**src/rtl/uart_pkg.sv**
```systemverilog
// Shared definitions for the UART receive path: FSM state encodings,
// parity-type constants, default widths and a 2-of-3 vote helper.
package uart_pkg;

  localparam int DATA_WIDTH_DEF     = 8;
  localparam int PRESCALE_WIDTH_DEF = 6;

  // Receive FSM encodings
  localparam logic [2:0] ST_IDLE   = 3'd0;
  localparam logic [2:0] ST_START  = 3'd1;
  localparam logic [2:0] ST_DATA   = 3'd2;
  localparam logic [2:0] ST_PARITY = 3'd3;
  localparam logic [2:0] ST_STOP   = 3'd4;

  // PAR_TYP values
  localparam logic PAR_EVEN = 1'b0;
  localparam logic PAR_ODD  = 1'b1;

  // 2-of-3 vote used when three samples per bit are taken
  function automatic logic majority3(input logic a, input logic b, input logic c);
    return (a & b) | (a & c) | (b & c);
  endfunction

endpackage

```
**src/rtl/uart_rx_sampler.sv**
```systemverilog
// Bit timing for the UART receiver: edge counter within a bit, data-bit
// counter, and the registered bit sample.
// Build option UART_RX_MAJORITY_SAMPLE_EN: vote over three samples centred
// on the mid-bit point instead of one sample; timing is the same in both
// builds because the result is always published at edge_cnt == mid+1.
module uart_rx_sampler
  import uart_pkg::*;
#(
  parameter int DATA_WIDTH     = DATA_WIDTH_DEF,
  parameter int PRESCALE_WIDTH = PRESCALE_WIDTH_DEF,
  parameter int BIT_CNT_W      = (DATA_WIDTH > 1) ? $clog2(DATA_WIDTH) : 1
) (
  input  logic                      clk,
  input  logic                      rst_n,
  input  logic                      run,
  input  logic                      in_data,
  input  logic                      rx_in,
  input  logic [PRESCALE_WIDTH-1:0] prescale,
  output logic                      sampled_bit,
  output logic                      sample_stb,
  output logic                      bit_end,
  output logic [BIT_CNT_W-1:0]      bit_cnt
);

  logic [PRESCALE_WIDTH-1:0] edge_cnt_r;
  logic [PRESCALE_WIDTH-1:0] last_edge_s;
  logic [PRESCALE_WIDTH-1:0] mid_s;
  logic                      s_mid_r;
  logic                      vote_s;

  assign last_edge_s = prescale - PRESCALE_WIDTH'(1);
  assign mid_s       = prescale >> 1;
  assign bit_end     = run && (edge_cnt_r == last_edge_s);

  // Edge counter: 0..prescale-1 per bit, held at 0 while idle
  always_ff @(posedge clk or negedge rst_n) begin
    if (!rst_n) begin
      edge_cnt_r <= '0;
    end else if (!run || bit_end) begin
      edge_cnt_r <= '0;
    end else begin
      edge_cnt_r <= edge_cnt_r + PRESCALE_WIDTH'(1);
    end
  end

  // Data-bit counter, advances at each data bit boundary
  always_ff @(posedge clk or negedge rst_n) begin
    if (!rst_n) begin
      bit_cnt <= '0;
    end else if (!in_data) begin
      bit_cnt <= '0;
    end else if (bit_end) begin
      bit_cnt <= bit_cnt + BIT_CNT_W'(1);
    end else begin
      bit_cnt <= bit_cnt;
    end
  end

  // Mid-bit sample capture
  always_ff @(posedge clk or negedge rst_n) begin
    if (!rst_n) begin
      s_mid_r <= 1'b0;
    end else if (run && (edge_cnt_r == mid_s)) begin
      s_mid_r <= rx_in;
    end else begin
      s_mid_r <= s_mid_r;
    end
  end

`ifdef UART_RX_MAJORITY_SAMPLE_EN
  logic s_early_r;

  // Early sample one cycle before mid-bit for the vote
  always_ff @(posedge clk or negedge rst_n) begin
    if (!rst_n) begin
      s_early_r <= 1'b0;
    end else if (run && (edge_cnt_r == (mid_s - PRESCALE_WIDTH'(1)))) begin
      s_early_r <= rx_in;
    end else begin
      s_early_r <= s_early_r;
    end
  end

  // The late sample is the live line at edge_cnt == mid+1
  assign vote_s = majority3(s_early_r, s_mid_r, rx_in);
`else
  assign vote_s = s_mid_r;
`endif

  // Publish the bit value and a strobe at edge_cnt == mid+1
  always_ff @(posedge clk or negedge rst_n) begin
    if (!rst_n) begin
      sampled_bit <= 1'b0;
      sample_stb  <= 1'b0;
    end else if (run && (edge_cnt_r == (mid_s + PRESCALE_WIDTH'(1)))) begin
      sampled_bit <= vote_s;
      sample_stb  <= 1'b1;
    end else begin
      sampled_bit <= sampled_bit;
      sample_stb  <= 1'b0;
    end
  end

endmodule

```
**src/rtl/uart_rx.sv**
```systemverilog
// UART receive core: start detection, LSB-first deserialization, optional
// parity and stop-bit checks, one registered result pulse per frame.
// Build option UART_RX_MAJORITY_SAMPLE_EN selects 3-sample majority voting
// in uart_rx_sampler; default is a single mid-bit sample.
module uart_rx
  import uart_pkg::*;
#(
  parameter int DATA_WIDTH     = DATA_WIDTH_DEF,
  parameter int PRESCALE_WIDTH = PRESCALE_WIDTH_DEF
) (
  input  logic                      CLK,
  input  logic                      RST,
  input  logic                      RX_IN,
  input  logic                      PAR_EN,
  input  logic                      PAR_TYP,
  input  logic [PRESCALE_WIDTH-1:0] Prescale,
  output logic [DATA_WIDTH-1:0]     P_DATA,
  output logic                      data_valid,
  output logic                      par_err,
  output logic                      stp_err
);

  localparam int BIT_CNT_W = (DATA_WIDTH > 1) ? $clog2(DATA_WIDTH) : 1;
  localparam logic [BIT_CNT_W-1:0] LAST_BIT = BIT_CNT_W'(DATA_WIDTH - 1);

  logic [2:0]                state_r;
  logic [2:0]                state_nxt;
  logic                      par_en_r;
  logic                      par_typ_r;
  logic [PRESCALE_WIDTH-1:0] prescale_r;
  logic [DATA_WIDTH-1:0]     shift_r;
  logic                      glitch_r;
  logic                      par_flag_r;
  logic                      stp_flag_r;
  logic                      sampled_bit_s;
  logic                      sample_stb_s;
  logic                      bit_end_s;
  logic [BIT_CNT_W-1:0]      bit_cnt_s;
  logic                      run_s;
  logic                      in_data_s;

  // Expected parity bit for a payload: even -> XOR of data, odd -> inverted
  function automatic logic calc_parity(input logic [DATA_WIDTH-1:0] d, input logic typ);
    return (^d) ^ typ;
  endfunction

  assign run_s     = (state_r != ST_IDLE);
  assign in_data_s = (state_r == ST_DATA);

  uart_rx_sampler #(
    .DATA_WIDTH     (DATA_WIDTH),
    .PRESCALE_WIDTH (PRESCALE_WIDTH),
    .BIT_CNT_W      (BIT_CNT_W)
  ) u_sampler (
    .clk         (CLK),
    .rst_n       (RST),
    .run         (run_s),
    .in_data     (in_data_s),
    .rx_in       (RX_IN),
    .prescale    (prescale_r),
    .sampled_bit (sampled_bit_s),
    .sample_stb  (sample_stb_s),
    .bit_end     (bit_end_s),
    .bit_cnt     (bit_cnt_s)
  );

  // Next-state logic for the frame FSM
  always_comb begin
    state_nxt = state_r;
    case (state_r)
      ST_IDLE: begin
        if (!RX_IN) state_nxt = ST_START;
        else        state_nxt = ST_IDLE;
      end
      ST_START: begin
        if (bit_end_s) state_nxt = glitch_r ? ST_IDLE : ST_DATA;
        else           state_nxt = ST_START;
      end
      ST_DATA: begin
        if (bit_end_s && (bit_cnt_s == LAST_BIT)) state_nxt = par_en_r ? ST_PARITY : ST_STOP;
        else                                      state_nxt = ST_DATA;
      end
      ST_PARITY: begin
        if (bit_end_s) state_nxt = ST_STOP;
        else           state_nxt = ST_PARITY;
      end
      ST_STOP: begin
        if (bit_end_s) state_nxt = ST_IDLE;
        else           state_nxt = ST_STOP;
      end
      default: state_nxt = ST_IDLE;
    endcase
  end

  // State register
  always_ff @(posedge CLK or negedge RST) begin
    if (!RST) begin
      state_r <= ST_IDLE;
    end else begin
      state_r <= state_nxt;
    end
  end

  // Frame config latch, deserializer, check flags and result pulses
  always_ff @(posedge CLK or negedge RST) begin
    if (!RST) begin
      par_en_r   <= 1'b0;
      par_typ_r  <= 1'b0;
      prescale_r <= '0;
      shift_r    <= '0;
      glitch_r   <= 1'b0;
      par_flag_r <= 1'b0;
      stp_flag_r <= 1'b0;
      P_DATA     <= '0;
      data_valid <= 1'b0;
      par_err    <= 1'b0;
      stp_err    <= 1'b0;
    end else begin
      data_valid <= 1'b0;
      par_err    <= 1'b0;
      stp_err    <= 1'b0;
      case (state_r)
        ST_IDLE: begin
          if (!RX_IN) begin
            par_en_r   <= PAR_EN;
            par_typ_r  <= PAR_TYP;
            prescale_r <= Prescale;
            glitch_r   <= 1'b0;
            par_flag_r <= 1'b0;
            stp_flag_r <= 1'b0;
          end
        end
        ST_START: begin
          // A high mid-bit sample means the falling edge was noise
          if (sample_stb_s) glitch_r <= sampled_bit_s;
        end
        ST_DATA: begin
          if (sample_stb_s) shift_r <= {sampled_bit_s, shift_r[DATA_WIDTH-1:1]};
        end
        ST_PARITY: begin
          if (sample_stb_s) par_flag_r <= (sampled_bit_s != calc_parity(shift_r, par_typ_r));
        end
        ST_STOP: begin
          if (sample_stb_s) stp_flag_r <= ~sampled_bit_s;
          if (bit_end_s) begin
            if (!par_flag_r && !stp_flag_r) begin
              data_valid <= 1'b1;
              P_DATA     <= shift_r;
            end else begin
              par_err <= par_flag_r;
              stp_err <= stp_flag_r;
            end
          end
        end
        default: ;
      endcase
    end
  end

endmodule

```
**config.mk**
```make
export PLATFORM = sky130hd
export DESIGN_NAME = uart_rx
export DESIGN_NICKNAME = d
export VERILOG_FILES = /design/src/rtl/uart_pkg.sv /design/src/rtl/uart_rx_sampler.sv /design/src/rtl/uart_rx.sv
export SDC_FILE = /design/constraint.sdc
export NUM_CORES = 1
export LEC_CHECK = 0
export ABC_AREA = 1
export CAP_MARGIN = 10
export CORE_ASPECT_RATIO = 0.6
export CORE_UTILIZATION = 40
export CTS_BUF_LIST = sky130_fd_sc_hd__clkbuf_4 sky130_fd_sc_hd__clkbuf_8
export DETAILED_ROUTE_END_ITERATION = 7
export HOLD_SLACK_MARGIN = 0.06
export PLACE_DENSITY_LB_ADDON = 0.1
export SLEW_MARGIN = 40
export SYNTH_ARGS = -nofsm -noshare
export SYNTH_HDL_FRONTEND = slang
export SYNTH_SLANG_ARGS = --single-unit
```
**constraint.sdc**
```tcl
create_clock -name CLK -period 3.7 [get_ports CLK]
set_input_delay 0.74 -clock CLK [delete_from_list [all_inputs] [get_ports CLK]]
set_output_delay 0.74 -clock CLK [all_outputs]
set_load 0.005 [all_outputs]
```
---- Yosys cells after proc, flatten, opt, wreduce, memory -nomap -nowiden ----
Index checks and enable logic that the tools add are counted.
cells by class
  shifts and indexed selects .............. 0
  muxes and demuxes ....................... 28
  reduce and logical (&&, ||, !) cells .... 21
  divide/modulo/power cells ............... 0
  order comparisons ....................... 0
  equality and inequality tests ........... 14
  multipliers ............................. 0
  bitwise gates (word level) .............. 3
  add/sub/neg operators ................... 4
operators with widths
  cell                                                                    number
  3-bit two-way mux                                                       6
  1-bit two-way mux                                                       15
  3-bit one-hot mux with 5 select lines                                   1
  6-bit equality test                                                     2
  3-bit AND reduction                                                     4
  8-bit parity                                                            1
  5-bit by 1-bit adder with 6-bit output (second input constant)          1
  6-bit by 1-bit adder with 6-bit output (second input constant)          1
  3-bit by 2-bit equality test with 1-bit output (second input constant)  2
  3-bit equality test (second input constant)                             2
  6-bit by 5-bit equality test with 1-bit output                          1
  6-bit two-way mux                                                       1
  2-bit by 1-bit != test with 1-bit output (second input constant)        3
  1-bit one-hot mux with 2 select lines                                   3
  2-bit nonzero test                                                      3
  6-bit by 1-bit subtractor with 6-bit output (second input constant)     1
  1-bit logical AND                                                       5
  2-bit two-way mux                                                       2
  2-bit != test (second input constant)                                   2
  2-bit AND reduction                                                     2
  3-bit by 1-bit adder with 3-bit output (second input constant)          1
  3-bit by 1-bit equality test with 1-bit output (second input constant)  1
  1-bit zero test                                                         3
  3-bit zero test                                                         1
  5 further kinds                                                         6
storage, ports and cells
  ROM bits ................................ 0
  memory bits (writable) .................. 0
  output and inout bits ................... 11
  bits in latches ......................... 0
  word-level logic and storage cells ...... 87
  bits of input ports ..................... 11
  memories kept ........................... 0
  register bits ........................... 45

---- Logic depth before layout (Yosys ltp) ----
  depth in word-level cells ............... 6
  mapped depth ............................ 14
  mapped depth without buffers ............ 14

---- Cells and area by module ----
Synthesis repeated with hierarchy kept, for this count alone.
second synthesis, totals
  cells, all modules ...................... 322
  area, all modules ....................... 2567.5 µm²
by module, submodules not included
  module           sequential area each (µm²)  area each (µm²)  cells each  instances
  uart_rx          825.8                       1562.7           176         1
  uart_rx_sampler  300.3                       1004.7           146         1

---- Worst setup path after synthesis ----
Ideal clock, no wire load.
  path type ............................... reg-to-reg
  from .................................... register prescale_r[1]
  to ...................................... register P_DATA[6]
  clock period less this slack ............ 1.769 ns
  stages on the path, launching flop included .. 13
  setup time .............................. 0.117 ns
  arrival time ............................ 1.652 ns
  data required time ...................... 3.583 ns
  buffers on the path ..................... 1
  path slack .............................. 1.931 ns
  cells stage by stage .................... dfrtp_1 -> inv_1 -> ha_1 -> inv_1 -> nand2_1 -> nand2_1 -> nor2_4 -> nand3_4 -> nor2_8 -> nand3_4 -> buf_6 -> nand2_2 -> o21ai_2
between the ends
  cells in the longest elaborated chain, start to end .. 4
RTL lines
  what                                         RTL line               source
  from (decl)                                  uart_rx.sv:30          logic [PRESCALE_WIDTH-1:0] prescale_r;
  from (signal assigned)                       uart_rx.sv:127         prescale_r <= Prescale;
  6-bit by 1-bit subtractor with 6-bit output  uart_rx_sampler.sv:31  assign last_edge_s = prescale - PRESCALE_WIDTH'(1);
  6-bit equality test                          uart_rx_sampler.sv:33  assign bit_end = run && (edge_cnt_r == last_edge_s);
  1-bit logical AND                            uart_rx_sampler.sv:33
  3-bit AND reduction (no line)                -
  to (signal assigned)                         uart_rx.sv:148         P_DATA <= shift_r;
  to (decl)                                    uart_rx.sv:17          output logic [DATA_WIDTH-1:0] P_DATA,
No other way between the ends.
A chain may end at the register's enable or synchronous reset.

---- Final worst setup path ----
  from .................................... register prescale_r[2]
  to ...................................... register P_DATA[3]
The elaborated chain is that of the path after synthesis.

==> summary.md <==
| Metric | Value |
|---|---|
| Slowest-stage cell, CP | `dfrtp_1` |
| Initial antenna violation count | `0` |
| Crit-path max cell delay | `0.48 ns` |
| Max-cap violations | `0` |
| Post-layout min period | `2.00 ns` |
| Mapped Cells | `303` |
| Final Max Tran Viols | `0` |
| Final RePlAce weighted congestion | `0.798` |
| Gr usage total | `16.7%` |
| Drt via density | `4.76` |
| Synth top area share | `45.2%` |
| Crit path max fanout | `16` |
| Leakage | `1.36 nW` |
| Ys Warns | `0` |
| Data required, critical path | `3.88 ns` |
| Fin crit share | `54.0%` |
| WL final | `5080 microns` |
| Area of the core | `5780 sq um` |
| Via count | `1938` |
| Crit path cell chain | `inv_2 -> ha_1 -> nand2_2 -> inv_1 -> nand2_1 -> nand2_1 -> nand2_1 -> nand3_4 -> nor2_8 -> nand3_4 -> nand2_1 -> o21ai_2` |
| Arr. time, crit path | `2.18 ns` |
| Site Rows | `21` |
| Design Area, Final | `2860 sq um` |
| Largest net degree at the start of global routing | `46` |
| Synth area leader | `dfrtp_1` |
| Total number of H-tree levels | `2` |
| Initial core utilization | `43.1%` |
| Grt ovf | `0` |
| Seq/Total Area, Yosys | `45.2%` |
| Io pins | `22` |
| Area growth from synthesis to layout | `14.7%` |
| DP Wirelength | `3850 microns` |
| Worst slew pin tran | `0.570 ns` |
| RSZ-0062 raised after global routing | `no` |
| Worst Setup End Kind | `flip-flop` |
| Post-detailed-route count of antenna-violating nets | `0` |
| Post-route setup TNS | `0 ns` |
| Yosys cell types | `30` |
| Fmax | `500 MHz` |
| Fin. Hold Viols | `0` |
| Worst-case clock buffer depth | `2` |
| PortBufs | `21` |
| Most frequent CP cell | `nand2_1` |
| CTS Hold Buffers Added | `0` |
| Syn Nets | `320` |
| Root Buffer | `clkbuf_8` |
| Worst VDD drop | `0.000275 V` |
| Reg clk slew, reported paths | `0.08 ns` |
| Vias in the first global route | `1670` |
| Detailed Routing Iterations Pass 1 | `5` |
| DRC Markers | `0` |
| Seq cells post-synth | `45` |
| Outcome | `completed` |
| Share of cells above drive strength 1 | `14.4%` |
| Hold crit path type | `in2async` |
| Clk_skew | `0.00622 ns` |
| CTS Sinks | `45` |
| Syn avg cell area | `8.21 sq um` |
| Global-route wire length before repair | `8460 microns` |
| Synth area leaders | `dfrtp_1, nand2_1, inv_1` |
| Worst skew pair latency | `0.29 ns` |
| P per Cell Area | `669 nW/um^2` |
| # setup viols final | `0` |
| CTS tree | `done` |
| CTS buffer count | `5` |
| Nets@finish | `344` |
| Crit Path Class | `reg2reg` |
| Worst Setup Start Kind | `flip-flop` |
| Slew Limit Headroom | `62.0%` |
| Post-cts resize count | `0` |
| Die width | `104 microns` |
| Routed wire per std cell | `12.5 microns` |
| Die area | `6550 sq um` |
| Setup Fix Bufs, Post-CTS | `0` |
| Diode count | `0` |
| Die Height | `63.1 microns` |
| Post-Synthesis Cell Area | `2490 sq um` |
| DRT iter0 DRCs | `142` |
| Area after DPL | `2770 sq um` |
-- cells in the mapped netlist --
cell and number:
nor2_1 20, nand2_2 7, nor3_4 2, or2_2 2
o21ai_1 2, nor2_4 2, xnor2_1 6, ha_1 6
nand2_1 89, o21ai_0 23, xor2_1 7, nor3_1 3
nand3_4 3, o21ai_2 7, clkinv_1 1, o2111a_1 1
clkbuf_1 1, buf_2 1, nand3b_1 2, nor2_8 1
o21a_1 1, a21oi_1 3, nand3_1 16, dfrtp_1 45
buf_6 2, nand4_1 3, nor3_2 2, inv_2 12
inv_1 32, nand2_4 1
-- worst max-delay path: cells and delay by family (launching register included) --
| kind | cells | cell delay [ns] |
|---|---|---|
| and+or+nand+nor | 8 | 0.95 |
| DFF | 1 | 0.48 |
| adders and majority gates | 1 | 0.20 |
| buffers and inverters | 2 | 0.18 |
| AOI/OAI and AO/OA | 1 | 0.06 |
-- through the flow --
step	hold WS [ns]	worst slack (ns)	utilization [%]	instances	power (mW)
final	0.426	1.70	49.4	407	1.91
after global routing	0.476	1.47	49.4	407	2.08
after CTS	0.463	1.68	49.4	407	1.92
after detailed placement	0.471	1.58	47.8	400	1.60
after global placement	0.465	1.62	47.8	400	1.59
after floorplan	0.444	1.93	-	303	1.43
-- layout make-up --
| type | count | area (sq um) |
|---|---|---|
| fill | 581 | 2930 |
| inverter | 45 | 169 |
| tap | 80 | 100 |
| sequential | 45 | 1130 |
| multi-input combinational | 209 | 1160 |
| timing repair buffer | 21 | 208 |
| clock buffer | 7 | 90.1 |
-- flip-flops by register name, summed over array words and instances, names as in the netlist, 3 cells and up --
name                  count
u_sampler.edge_cnt_r      6
shift_r                   8
state_r                   3
P_DATA                    8
u_sampler.bit_cnt         3
prescale_r                6
-- worst paths after layout --
kind                                    start       endpoint  slack, ns  depth (start not counted)
worst max register to register  prescale_r[2]      P_DATA[3]       1.70                         12
worst max-delay path            prescale_r[2]      P_DATA[3]       1.70                         12
worst min register to register      P_DATA[2]      P_DATA[2]       0.49                          2
worst min-delay path                      RST  prescale_r[4]       0.43                          1
max in group asynchronous                 RST     shift_r[4]       2.87                          1
min in group CLK                    P_DATA[2]      P_DATA[2]       0.49                          2
-- kinds of logic (layout without fill, tap and decap cells) --
logic type               Yosys count  count (layout)  share of synthesized area (%)
AND/OR/NAND/NOR                  153             153                           30.3
buffers and inverters             49              73                           8.04
flip-flops                        45              45                           45.2
AO/OA/AOI/OAI                     37              37                           8.85
XOR/XNOR                          13              13                           4.58
adder cells (fa/ha/maj)            6               6                           3.02
-- cell usage in the layout (no fill, tap or decap), drive strengths merged --
cell            n
buf             1
nand4           3
nand3          19
nor2           23
nor3            7
clkinv          1
clkdlybuf4s50  20
inv            44
o21a            1
nand3b          2
a21oi           3
clkbuf          7
nand2          97
dfrtp          45
or2             2
ha              6
o21ai          32
xor2            7
o2111a          1
xnor2           6
-- per-layer routing --
metal	GRT usage, %	part of all wire [%]	wire length, microns	vias up
met5	0	0	0	-
met4	4.82	0.67	34	0
met3	3.83	7.2	367	5
met2	20.5	36	1820	47
met1	27.8	56	2850	891
li1	-	-	-	995
-- power by group --
part	total, mW	internal (mW)	switching [mW]
combinational	0.849	0.311	0.538
sequential	0.750	0.597	0.153
clock	0.312	0.156	0.156
No activity file was read; power rests on OpenSTA's default activity.
